<file path="src/rtl/combo_lock_pkg.sv">
// rtl/combo_lock_pkg.sv - state/status encoding and width helper for the combination lock
package combo_lock_pkg;

  // State register value doubles as the exported status code.
  typedef enum logic [2:0] {
    ST_ENTRY    = 3'd0,
    ST_CHECK    = 3'd1,
    ST_UNLOCKED = 3'd2,
    ST_FAIL     = 3'd3,
    ST_LOCKOUT  = 3'd4,
    ST_PROGRAM  = 3'd5
  } state_t;

  // Total width of a stored or entered code.
  function automatic int code_w(input int code_length, input int digit_w);
    return code_length * digit_w;
  endfunction

endpackage

</file>
<file path="src/rtl/combo_lock_lockout_timer.sv">
// rtl/combo_lock_lockout_timer.sv - one-shot countdown that flags the last cycle of the lockout
module lockout_timer #(
  parameter int CYCLES = 500_000_000
) (
  input  logic clk,
  input  logic reset_n,
  input  logic start,
  output logic done
);

  localparam int CW = (CYCLES > 1) ? $clog2(CYCLES) : 1;

  logic [CW-1:0] count;
  logic          running;

  // Load CYCLES-1 on start and count down; the cycle holding zero is the last one of the interval.
  always_ff @(posedge clk) begin
    if (!reset_n) begin
      running <= 1'b0;
      count   <= '0;
    end else if (start) begin
      running <= 1'b1;
      count   <= CW'(CYCLES - 1);
    end else if (running) begin
      if (count == '0) begin
        running <= 1'b0;
      end else begin
        count <= count - CW'(1);
      end
    end
  end

  assign done = running && (count == '0);

endmodule

</file>
<file path="src/rtl/combo_lock_fsm.sv">
// rtl/combo_lock_fsm.sv - combination-lock controller; COMBO_LOCK_PROG_EN builds code reprogramming
module combo_lock_fsm
  import combo_lock_pkg::*;
#(
  parameter int CODE_LENGTH    = 3,
  parameter int DIGIT_W        = 4,
  parameter int MAX_TRIES      = 3,
  parameter int LOCKOUT_CYCLES = 500_000_000,
  parameter logic [code_w(CODE_LENGTH, DIGIT_W)-1:0] DEFAULT_CODE = 12'h309
) (
  input  logic                                      clk,
  input  logic                                      reset_n,
  input  logic                                      enter,
  input  logic                                      clear,
  input  logic                                      prog,
  input  logic [DIGIT_W-1:0]                        digit_in,
  output logic [code_w(CODE_LENGTH, DIGIT_W)-1:0]   digits_out,
  output logic [CODE_LENGTH-1:0]                    digit_valid,
  output logic [2:0]                                status,
  output logic                                      unlocked,
  output logic                                      locked_out,
  output logic [$clog2(MAX_TRIES+1)-1:0]            tries_left
);

  localparam int CODE_W = code_w(CODE_LENGTH, DIGIT_W);
  localparam int IDX_W  = (CODE_LENGTH > 1) ? $clog2(CODE_LENGTH) : 1;
  localparam int TRY_W  = $clog2(MAX_TRIES + 1);
  localparam logic [IDX_W-1:0] LAST_IDX   = IDX_W'(CODE_LENGTH - 1);
  localparam logic [TRY_W-1:0] FULL_TRIES = TRY_W'(MAX_TRIES);
`ifdef COMBO_LOCK_PROG_EN
  localparam state_t PROG_TARGET = ST_PROGRAM;
`else
  // Without reprogramming, prog leaves the lock sitting in UNLOCKED.
  localparam state_t PROG_TARGET = ST_UNLOCKED;
`endif

  state_t                 state, next_state;
  logic [IDX_W-1:0]       idx;
  logic [CODE_W-1:0]      digits, digits_capt, code;
  logic [CODE_LENGTH-1:0] valid, valid_capt;
  logic [TRY_W-1:0]       tries;
  logic                   capture, last_capture, code_match;
  logic                   timer_start, timer_done;

  assign capture      = enter && !clear && (state == ST_ENTRY || state == ST_PROGRAM);
  assign last_capture = capture && (idx == LAST_IDX);
  assign code_match   = (digits == code);
  assign timer_start  = (next_state == ST_LOCKOUT) && (state != ST_LOCKOUT);

  lockout_timer #(.CYCLES(LOCKOUT_CYCLES)) u_lockout_timer (
    .clk     (clk),
    .reset_n (reset_n),
    .start   (timer_start),
    .done    (timer_done)
  );

  // Entry buffer with the current switch value dropped into slot idx (slot 0 in the MS position).
  always_comb begin
    digits_capt = digits;
    valid_capt  = valid;
    for (int i = 0; i < CODE_LENGTH; i++) begin
      if (idx == IDX_W'(i)) begin
        digits_capt[CODE_W-1-i*DIGIT_W -: DIGIT_W] = digit_in;
        valid_capt[CODE_LENGTH-1-i]                = 1'b1;
      end
    end
  end

  // State register.
  always_ff @(posedge clk) begin
    if (!reset_n) begin
      state <= ST_ENTRY;
    end else begin
      state <= next_state;
    end
  end

  // Next-state logic; clear beats enter, and CHECK/LOCKOUT ignore the buttons.
  always_comb begin
    next_state = state;
    case (state)
      ST_ENTRY:    if (last_capture) next_state = ST_CHECK;
      ST_CHECK: begin
        if (code_match)               next_state = ST_UNLOCKED;
        else if (tries <= TRY_W'(1))  next_state = ST_LOCKOUT;
        else                          next_state = ST_FAIL;
      end
      ST_UNLOCKED: begin
        if (enter)     next_state = ST_ENTRY;
        else if (prog) next_state = PROG_TARGET;
      end
      ST_FAIL:     if (enter) next_state = ST_ENTRY;
      ST_LOCKOUT:  if (timer_done) next_state = ST_ENTRY;
`ifdef COMBO_LOCK_PROG_EN
      ST_PROGRAM: begin
        if (clear)             next_state = ST_UNLOCKED;
        else if (last_capture) next_state = ST_ENTRY;
      end
`endif
      default:     next_state = ST_ENTRY;
    endcase
  end

  // Entry buffer and try counter; the final digit of an attempt stays visible through CHECK.
  always_ff @(posedge clk) begin
    if (!reset_n) begin
      digits <= '0;
      valid  <= '0;
      idx    <= '0;
      tries  <= FULL_TRIES;
    end else begin
      case (state)
        ST_ENTRY, ST_PROGRAM: begin
          if (clear || (last_capture && state == ST_PROGRAM)) begin
            digits <= '0;
            valid  <= '0;
            idx    <= '0;
          end else if (capture) begin
            digits <= digits_capt;
            valid  <= valid_capt;
            idx    <= (idx == LAST_IDX) ? '0 : idx + IDX_W'(1);
          end
        end
        ST_CHECK: begin
          if (code_match)           tries <= FULL_TRIES;
          else if (tries != '0)     tries <= tries - TRY_W'(1);
        end
        ST_UNLOCKED, ST_FAIL: begin
          if (enter) begin
            digits <= '0;
            valid  <= '0;
            idx    <= '0;
          end
        end
        ST_LOCKOUT: begin
          if (timer_done) begin
            digits <= '0;
            valid  <= '0;
            idx    <= '0;
            tries  <= FULL_TRIES;
          end
        end
        default: ;
      endcase
    end
  end

`ifdef COMBO_LOCK_PROG_EN
  logic [CODE_W-1:0] code_reg;

  // Code register reloads from the completed PROGRAM entry; reset restores the default.
  always_ff @(posedge clk) begin
    if (!reset_n) begin
      code_reg <= DEFAULT_CODE;
    end else if (state == ST_PROGRAM && last_capture) begin
      code_reg <= digits_capt;
    end
  end

  assign code = code_reg;
`else
  assign code = DEFAULT_CODE;
`endif

  // Moore outputs decoded from the registered state and datapath.
  always_comb begin
    status      = state;
    unlocked    = (state == ST_UNLOCKED);
    locked_out  = (state == ST_LOCKOUT);
    digits_out  = digits;
    digit_valid = valid;
    tries_left  = tries;
  end

endmodule

</file>
<file path="config.mk">
export PLATFORM = sky130hd
export DESIGN_NAME = combo_lock_fsm
export DESIGN_NICKNAME = d
export VERILOG_FILES = /design/src/rtl/combo_lock_pkg.sv /design/src/rtl/combo_lock_lockout_timer.sv /design/src/rtl/combo_lock_fsm.sv
export SDC_FILE = /design/constraint.sdc
export NUM_CORES = 1
export LEC_CHECK = 0
export CORE_AREA = 10 10 83 85
export DETAILED_ROUTE_END_ITERATION = 7
export DIE_AREA = 0 0 93 95
export PLACE_DENSITY = 0.82
export REMOVE_ABC_BUFFERS = 1
export SLEW_MARGIN = 20
export SYNTH_ARGS = -nofsm -noshare
export SYNTH_HDL_FRONTEND = slang
export SYNTH_SLANG_ARGS = --single-unit
</file>
<file path="constraint.sdc">
create_clock -name clk -period 4.2 [get_ports clk]
set_input_delay 0.84 -clock clk [delete_from_list [all_inputs] [get_ports clk]]
set_output_delay 0.84 -clock clk [all_outputs]
set_load 0.1 [all_outputs]
</file>
## Yosys cells after proc, flatten, opt, wreduce, memory -nomap -nowiden

Cells that the tools add are included.

- Register bits after elaboration: 52
- Latch bits: 0
- RAM bits: 0
- Bits in read-only memories: 0
- Input port bits: 9
- Output and inout port bits: 22
- Word-level logic and storage cells: 102
- Memories: 0

- Add/subtract/negate cells: 3
- $mul: 0
- Divide/modulo/power cells: 0
- Magnitude comparators: 1
- Equality and inequality tests: 18
- Shift operators: 0
- Muxes and demuxes: 40
- Bitwise operators: 2
- Reduce and logical (&&, ||, !) cells: 26

Operators by type and width:

| kind | count |
|---|---|
| $mux W29 | 3 |
| $mux W12 | 4 |
| $pmux W12 S3 | 1 |
| $mux W3 | 11 |
| $logic_not A29 Y1 | 1 |
| $sub A29 B1 Y29 const B | 1 |
| $ne A3 B3 Y1 const B | 6 |
| $mux W2 | 8 |
| $pmux W3 S5 | 1 |
| $reduce_and A5 Y1 | 3 |
| $eq A12 B10 Y1 const B | 1 |
| $mux W4 | 3 |
| $eq A3 B3 Y1 const B | 3 |
| $pmux W3 S3 | 1 |
| $eq A3 B2 Y1 const B | 2 |
| $logic_and A1 B1 Y1 | 6 |
| $mux W1 | 6 |
| $pmux W2 S3 | 1 |
| $reduce_bool A2 Y1 | 3 |
| $reduce_or A2 Y1 | 3 |
| $ne A2 B2 Y1 const B | 2 |
| $pmux W2 S2 | 1 |
| $reduce_and A2 Y1 | 2 |
| $reduce_and A4 Y1 | 1 |
| 14 further kinds | 16 |

## Depth between registers and ports, before layout

Gate-level depths: netlist of run 1.

- Word-level depth: 10
- Depth in mapped cells: 9

## Hierarchy

A second synthesis of run 1 with hierarchy kept.

- Cells, all modules: 301
- Area, all modules: 2695.1 µm²

Modules (own cells, without submodules):

| module | instances | cells an instance | area each (µm²) | seq. area each (µm²) |
|---|---|---|---|---|
| lockout_timer | 1 | 170 | 1522.7 | 600.6 |
| combo_lock_fsm | 1 | 131 | 1172.4 | 440.4 |

## Least setup slack after synthesis of run 1

OpenSTA, ideal clock, no wires.

- Path kind: reg-to-output
- From: register state[1], in the netlist status[1]
- To: output unlocked
- Arrival: 3.542 ns
- Data required time: 3.360 ns
- Setup slack: -0.182 ns
- Cell stages (with the launch flop): 3
- Path through: dfxtp_1 clkbuf_1 nor3b_1

- Cells in the longest elaborated chain, start to end: 1

Ends and longest elaborated chain:

| what | line | source |
|---|---|---|
| start: declaration | combo_lock_fsm.sv:37 | `state_t state, next_state;` |
| start signal: assignment | combo_lock_fsm.sv:74 | `state <= next_state;` |
| $eq A3 B2 Y1 | combo_lock_fsm.sv:168 | `unlocked = (state == ST_UNLOCKED);` |
| end: declaration | combo_lock_fsm.sv:20 | `output logic unlocked,` |

No other way between the ends.

## Final worst setup path of run 1

- From: register state[1], in the netlist status[1]
- To: output locked_out

- Cells in the longest elaborated chain, start to end: 1

Ends and longest elaborated chain:

| what | line | source |
|---|---|---|
| $eq A3 B3 Y1 | combo_lock_fsm.sv:169 | `locked_out = (state == ST_LOCKOUT);` |
| end: declaration | combo_lock_fsm.sv:21 | `output logic locked_out,` |

No other way between the ends.

==> results of run 1 <==
==> registers in the layout, summed over array words and instances (netlist names) <==
register	flops
status	3
tries_left	2
digit_valid	3
digits_out	12
u_lockout_timer.count	29
idx	2
u_lockout_timer.running	1
==> cells in the mapped netlist (all sizes together) (2+ instances only) <==
| library cell | n | share of area |
|---|---|---|
| nand4 | 9 | 0.021 |
| buf | 5 | 0.015 |
| a31oi | 6 | 0.014 |
| nor3b | 5 | 0.014 |
| a211oi | 9 | 0.027 |
| nor2 | 20 | 0.030 |
| or2 | 5 | 0.012 |
| o21ai | 9 | 0.017 |
| o22ai | 2 | 0.0046 |
| xor2 | 3 | 0.0097 |
| nor2b | 2 | 0.0046 |
| o31ai | 5 | 0.014 |
| inv | 14 | 0.019 |
| nor3 | 15 | 0.030 |
| nand2b | 3 | 0.0069 |
| a21oi | 22 | 0.041 |
| a211o | 2 | 0.0065 |
| a2111oi | 2 | 0.011 |
| a31o | 4 | 0.013 |
| nor4 | 8 | 0.029 |
| o31a | 2 | 0.0069 |
| or3 | 8 | 0.021 |
| mux2i | 16 | 0.059 |
| nand2 | 20 | 0.028 |
| and3 | 2 | 0.0046 |
| ha | 3 | 0.014 |
| nor4b | 4 | 0.015 |
| nand3 | 8 | 0.015 |
| clkbuf | 10 | 0.014 |
| nand3b | 4 | 0.011 |
| and4 | 4 | 0.013 |
| dfxtp | 52 | 0.38 |
| or4 | 4 | 0.012 |
| xnor2 | 7 | 0.023 |
==> worst min-delay path by stage <==
stage | start | to | depth (start not counted)
floorplan | u_lockout_timer.count[11] | u_lockout_timer.count[11] | 2
global placement | digit_valid[1] | digit_valid[1] | 2
detailed placement | digit_valid[1] | digit_valid[1] | 2
CTS | digit_valid[1] | digit_valid[1] | 2
global route | digit_valid[1] | digit_valid[1] | 2
finish | digit_valid[1] | digit_valid[1] | 2
==> final cells by class <==
type | count | area, um2 | share of cell area
well taps | 72 | 90.09 | 0.02896
repair buffers | 30 | 297.8 | 0.09574
clock buffers | 8 | 90.09 | 0.02896
inverters | 15 | 56.30 | 0.01810
multi-input cells | 225 | 1535 | 0.4936
flip-flops and latches | 52 | 1041 | 0.3347
==> power by group <==
part | internal [mW] | switching, mW
Sequential | 0.502 | 0.00712
Clock | 0.135 | 0.154
Combinational | 0.0344 | 0.0924
==> tightest hold or removal path: stages, from the launching register on <==
cell	delay [ns]
dfxtp_1	0.32
inv_1	0.05
a21oi_1	0.05
==> cell usage in the layout (no fill, tap or decap), drive strengths merged, types with 9 or more instances in the layout <==
master	count
a211oi	9
clkdlybuf4s50	29
inv	14
nand4	9
nand2	20
a21oi	22
mux2i	16
dfxtp	52
o21ai	9
nor2	20
nor3	15
==> cell families after synthesis <==
| logic type | share of synthesized area |
|---|---|
| buffers and inverters | 0.04940 |
| flip-flops | 0.3841 |
| adder cells (fa/ha/maj) | 0.01385 |
| AND/OR/NAND/NOR | 0.2766 |
| XOR/XNOR | 0.03232 |
| AO/OA/AOI/OAI | 0.1847 |
| multiplexers | 0.05909 |
==> metal layers <==
layer	track usage	vias up
met5	0	-
met4	0.05013	0
met3	0.02617	7
met2	0.2377	59
met1	0.1816	1180
li1	-	1189
==> flow_summary.json, run 1 <==
{
  "rsz0062_at_grt": "false",
  "avgRoutedWirePerCell_um": 15.61,
  "worst_slew_pin_slew_ns": 1.030,
  "dr.pass1.iters": 4,
  "min_path_type": "flop to flop",
  "r2r_start": "u_lockout_timer.count[0]",
  "n_fill_cell": 508,
  "fin_ws_ns": 0.9485,
  "final_util": 0.5827,
  "synth_edf_count": 0,
  "cts.sinks": 52,
  "cp_num_cells": 4,
  "period_share": 0.7742,
  "postSynthCellCount": 307,
  "via_per_inst": 6.057,
  "drt_iter0_drc": 183,
  "boundaryPins": 31,
  "dp_cells": 394,
  "start_util": 0.5077,
  "io_buffers": 29,
  "worstPathBufferInverterCount": 2,
  "rr_worst_depth": 7,
  "crit_path_top_delay_cell": "clkdlybuf4s50_1",
  "p_total_mw": 0.9245,
  "cp_max_fo": 13,
  "drt-met1-wl_um": 2863,
  "met2WireLength_um": 3083,
  "critical_path_class": "flop to primary output",
  "drv_cap": 0,
  "synthesis.area_mm2": 0.002710,
  "fmax_mhz": 307.6,
  "crit_required_ns": 3.36,
  "ys_seq_area_frac": 0.3841,
  "grt_overflow": 0,
  "top_layer_used": "met4",
  "synthToLayoutAreaGrowth_pct": 14.77,
  "cts_hold_buf": 0,
  "cp_top_family": "buffers and inverters",
  "setup_tns_ns": 0,
  "drv_slew": 0,
  "met3_length_um": 231,
  "grt_pass1_vias": 2181,
  "antenna_found_initial": 0,
  "cts_setup_buffers": 0,
  "status": "finished, final reports clean",
  "post_cts_resize_count": 0,
  "fin_crit_ns": 3.251,
  "design.die.area_mm2": 0.008835,
  "fp.coreArea_mm2": 0.005338,
  "cp-start-kind": "flop",
  "critPathMaxStageDelay_ns": 1.16,
  "ant_nets": 0,
  "fin_skew_ns": 0.009314,
  "grt_pass1_wl_um": 10560,
  "htree_levels": 2,
  "chipHeight_um": 95,
  "cts_tree": "built",
  "rows": 27,
  "drt-total-wl_um": 6274,
  "antenna_cells": 0,
  "hold_slack_ns": 0.4570,
  "avgSynthCellArea_um2": 8.828,
  "grt_start_max_net_pins": 33,
  "cts_buffers": 5,
  "place_congestion": 0.7896,
  "synthFlopType": "dfxtp_1",
  "r2r-end": "digits_out[2]",
  "clk_pin_slew_worst_paths_ns": 0.09,
  "crit_arrival_ns": 2.41,
  "fin_cells": 402,
  "end_kind": "primary output",
  "ys_types": 62,
  "crit_path_start": "status[1]",
  "total_leakage_power_nw": 1.156,
  "die_w_um": 93,
  "crit_path_end": "locked_out",
  "track_usage": 0.1430,
  "dp_hpwl_um": 4492,
  "path_cells": "nor2_1 > nand2_1 > inv_1 > clkdlybuf4s50_1",
  "setup_viol": 0,
  "dr_total_vias": 2435,
  "r2r_setup_slack_ns": 1.59,
  "pre_cts_ws_ns": 1.241,
  "yosys_warnings": 0,
  "cts-root-buf": "clkbuf_8",
  "cts.path.max_buffers": 2,
  "final_nets": 341,
  "place_area_mm2": 0.003020,
  "clock_latency_ns": 0.30,
  "ir_worst_vdd_mv": 0.1645,
  "slew_headroom": 0.3098,
  "final_design_area_no_fill_mm2": 0.003110,
  "drive_gt1_frac": 0.1030,
  "cellPowerDensity_mw_per_mm2": 297.2,
  "hold_viol_final": 0,
  "drcViolationCount": 0,
  "ys_seq_elements": 52,
  "async_reset_ff_frac": 0
}
(Power assumes the default switching activity.)
==> run 2: changes to the inputs <==
CORE_AREA = 10 10 85 87   (was 10 10 83 85)
DIE_AREA = 0 0 95 97   (was 0 0 93 95)
clock period = 2.67 ns   (was 4.2 ns; I/O delays follow)
==> run 2 against run 1 <==
Compared with the run above:
- count of clock-buffer cells in the layout shrank 2
- clock skew shrank 0.0019 ns
- die area grew 4.3%
- critical endpoint is now u_lockout_timer.count[9]
==> flow_summary.json, run 2 (synthesized netlist as in run 1, its figures left out) <==
{
  "dr_total_vias": 2460,
  "drcViolationCount": 0,
  "cts.path.max_buffers": 2,
  "rows": 27,
  "cp_max_fo": 8,
  "end_kind": "flop",
  "cellPowerDensity_mw_per_mm2": 451.8,
  "comb_power_share": 0.142,
  "met3_length_um": 266,
  "rsz0062_at_grt": "false",
  "grt_overflow": 0,
  "clk_pin_slew_worst_paths_ns": 0.09,
  "cts_setup_buffers": 0,
  "drive_gt1_frac": 0.2041,
  "setup_viol": 0,
  "critical_path_class": "flop to flop",
  "final_nets": 355,
  "layout_commonest_cell": "dfxtp_1",
  "fmax_mhz": 441.8,
  "switching_share": 0.2818,
  "fin_cells": 415,
  "avgRoutedWirePerCell_um": 15.81,
  "power_frac_clock": 0.296,
  "crit_path_top_delay_cell": "nor4b_2",
  "regMostFlops": "u_lockout_timer.count",
  "place_area_mm2": 0.003070,
  "final_design_area_no_fill_mm2": 0.003148,
  "post_cts_resize_count": 0,
  "switchingPower_mw": 0.4008,
  "crit_required_ns": 2.91,
  "hold_viol_final": 0,
  "dr.pass1.iters": 4,
  "critPathMaxStageDelay_ns": 0.43,
  "cts.sinks": 52,
  "crit_arrival_ns": 2.51,
  "fin_crit_ns": 2.264,
  "drt-total-wl_um": 6560,
  "design.die.area_mm2": 0.009215,
  "period_share": 0.8478,
  "ant_nets": 0,
  "total_leakage_power_nw": 1.258,
  "grt_pass1_wl_um": 11180,
  "cts_tree": "built",
  "grt_pass1_vias": 2309,
  "boundaryPins": 31,
  "place_congestion": 0.8215,
  "path_cells": "inv_1 > ha_1 > nor4b_2 > nor3b_1 > a31oi_1 > buf_4 > a31o_2 > a21oi_1",
  "slew_headroom": 0.4542,
  "track_usage": 0.1442,
  "htree_levels": 2,
  "chipHeight_um": 97,
  "hold_slack_ns": 0.4557,
  "seq_power_share": 0.563,
  "worst_slew_pin_slew_ns": 0.8125,
  "clock_latency_ns": 0.30,
  "pre_cts_ws_ns": 0.1503,
  "cts-root-buf": "clkbuf_8",
  "via_per_inst": 5.928,
  "antenna_cells": 0,
  "io_buffers": 29,
  "synthToLayoutAreaGrowth_pct": 16.16,
  "die_w_um": 95,
  "p_int_mw": 1.022,
  "ir_worst_vdd_mv": 0.3070,
  "cts_buffers": 5,
  "layout_common_cells": "52 x dfxtp_1, 37 x buf_4, 22 x a21oi_1",
  "start_util": 0.4952,
  "drt_iter0_drc": 186,
  "drv_slew": 0,
  "cp-start-kind": "flop",
  "grt_start_max_net_pins": 27,
  "fin_skew_ns": 0.007408,
  "largest_reg_flops": 29,
  "cts_hold_buf": 0,
  "antenna_found_initial": 0,
  "top_layer_used": "met4",
  "drv_cap": 0,
  "min_path_type": "flop to flop",
  "met2WireLength_um": 3319,
  "status": "finished, final reports clean",
  "dp_cells": 408,
  "setup_tns_ns": 0,
  "fp.coreArea_mm2": 0.005473,
  "dp_hpwl_um": 4915,
  "drt-met1-wl_um": 2894,
  "fin_ws_ns": 0.4064
}
==> run 2: changes by cell type in the layout (fill, tap and decap cells not counted) <==
cell | previous run | this run
clkinv_2 | 0 | 1
clkdlybuf4s50_1 | 29 | 7
clkbuf_1 | 2 | 1
clkbuf_8 | 6 | 5
buf_4 | 1 | 37
==> run 2: cell type report <==
| cell class | count | area [um2] |
|---|---|---|
| clock buffer | 6 | 72.57 |
| clock inverter | 1 | 5.005 |
| fill | 509 | 2325 |
| inverter | 15 | 56.30 |
| multi-input combinational | 225 | 1535 |
| sequential | 52 | 1041 |
| tap | 72 | 90.09 |
| timing repair buffer | 44 | 347.8 |
==> run 2: worst paths after layout <==
check / start / end / slack, ns / cells past startpoint
min: digit_valid[0] / digit_valid[0] / 0.46 / 2
max reg2reg: u_lockout_timer.count[0] / u_lockout_timer.count[9] / 0.41 / 8
max: u_lockout_timer.count[0] / u_lockout_timer.count[9] / 0.41 / 8
min reg2reg: digit_valid[0] / digit_valid[0] / 0.46 / 2
==> run 2: stage by stage <==
step           power (mW)  utilization
2_1_floorplan      0.9573            -
3_3_place_gp        1.016       0.5610
3_5_place_dp        1.019       0.5610
4_1_cts             1.439       0.5752
5_1_grt             1.472       0.5752
6_report            1.422       0.5752
==> run 2: routing by layer <==
layer,track usage,vias to the layer above
met3,0.02699,6
met1,0.1904,1176
li1,-,1219
met2,0.2274,59
met4,0.04805,0
met5,0,-
==> run 2: power by group through the flow <==
| stage | Sequential [mW] | Clock (mW) | Combinational [mW] |
|---|---|---|---|
| 3_3_place_gp | 0.817 | 0 | 0.198 |
| 4_1_cts | 0.800 | 0.438 | 0.201 |
| 2_1_floorplan | 0.908 | 0 | 0.0497 |
| 6_report | 0.800 | 0.421 | 0.202 |
| 5_1_grt | 0.802 | 0.459 | 0.211 |
| 3_5_place_dp | 0.818 | 0 | 0.201 |
==> run 2: critical path: cells and delay by family, from the launching register on <==
family	cells	cell delay, ns
and+or+nand+nor	2	0.85
AOI/OAI and AO/OA	3	0.60
DFF	1	0.32
buffers and inverters	2	0.28
adders and majority gates	1	0.16
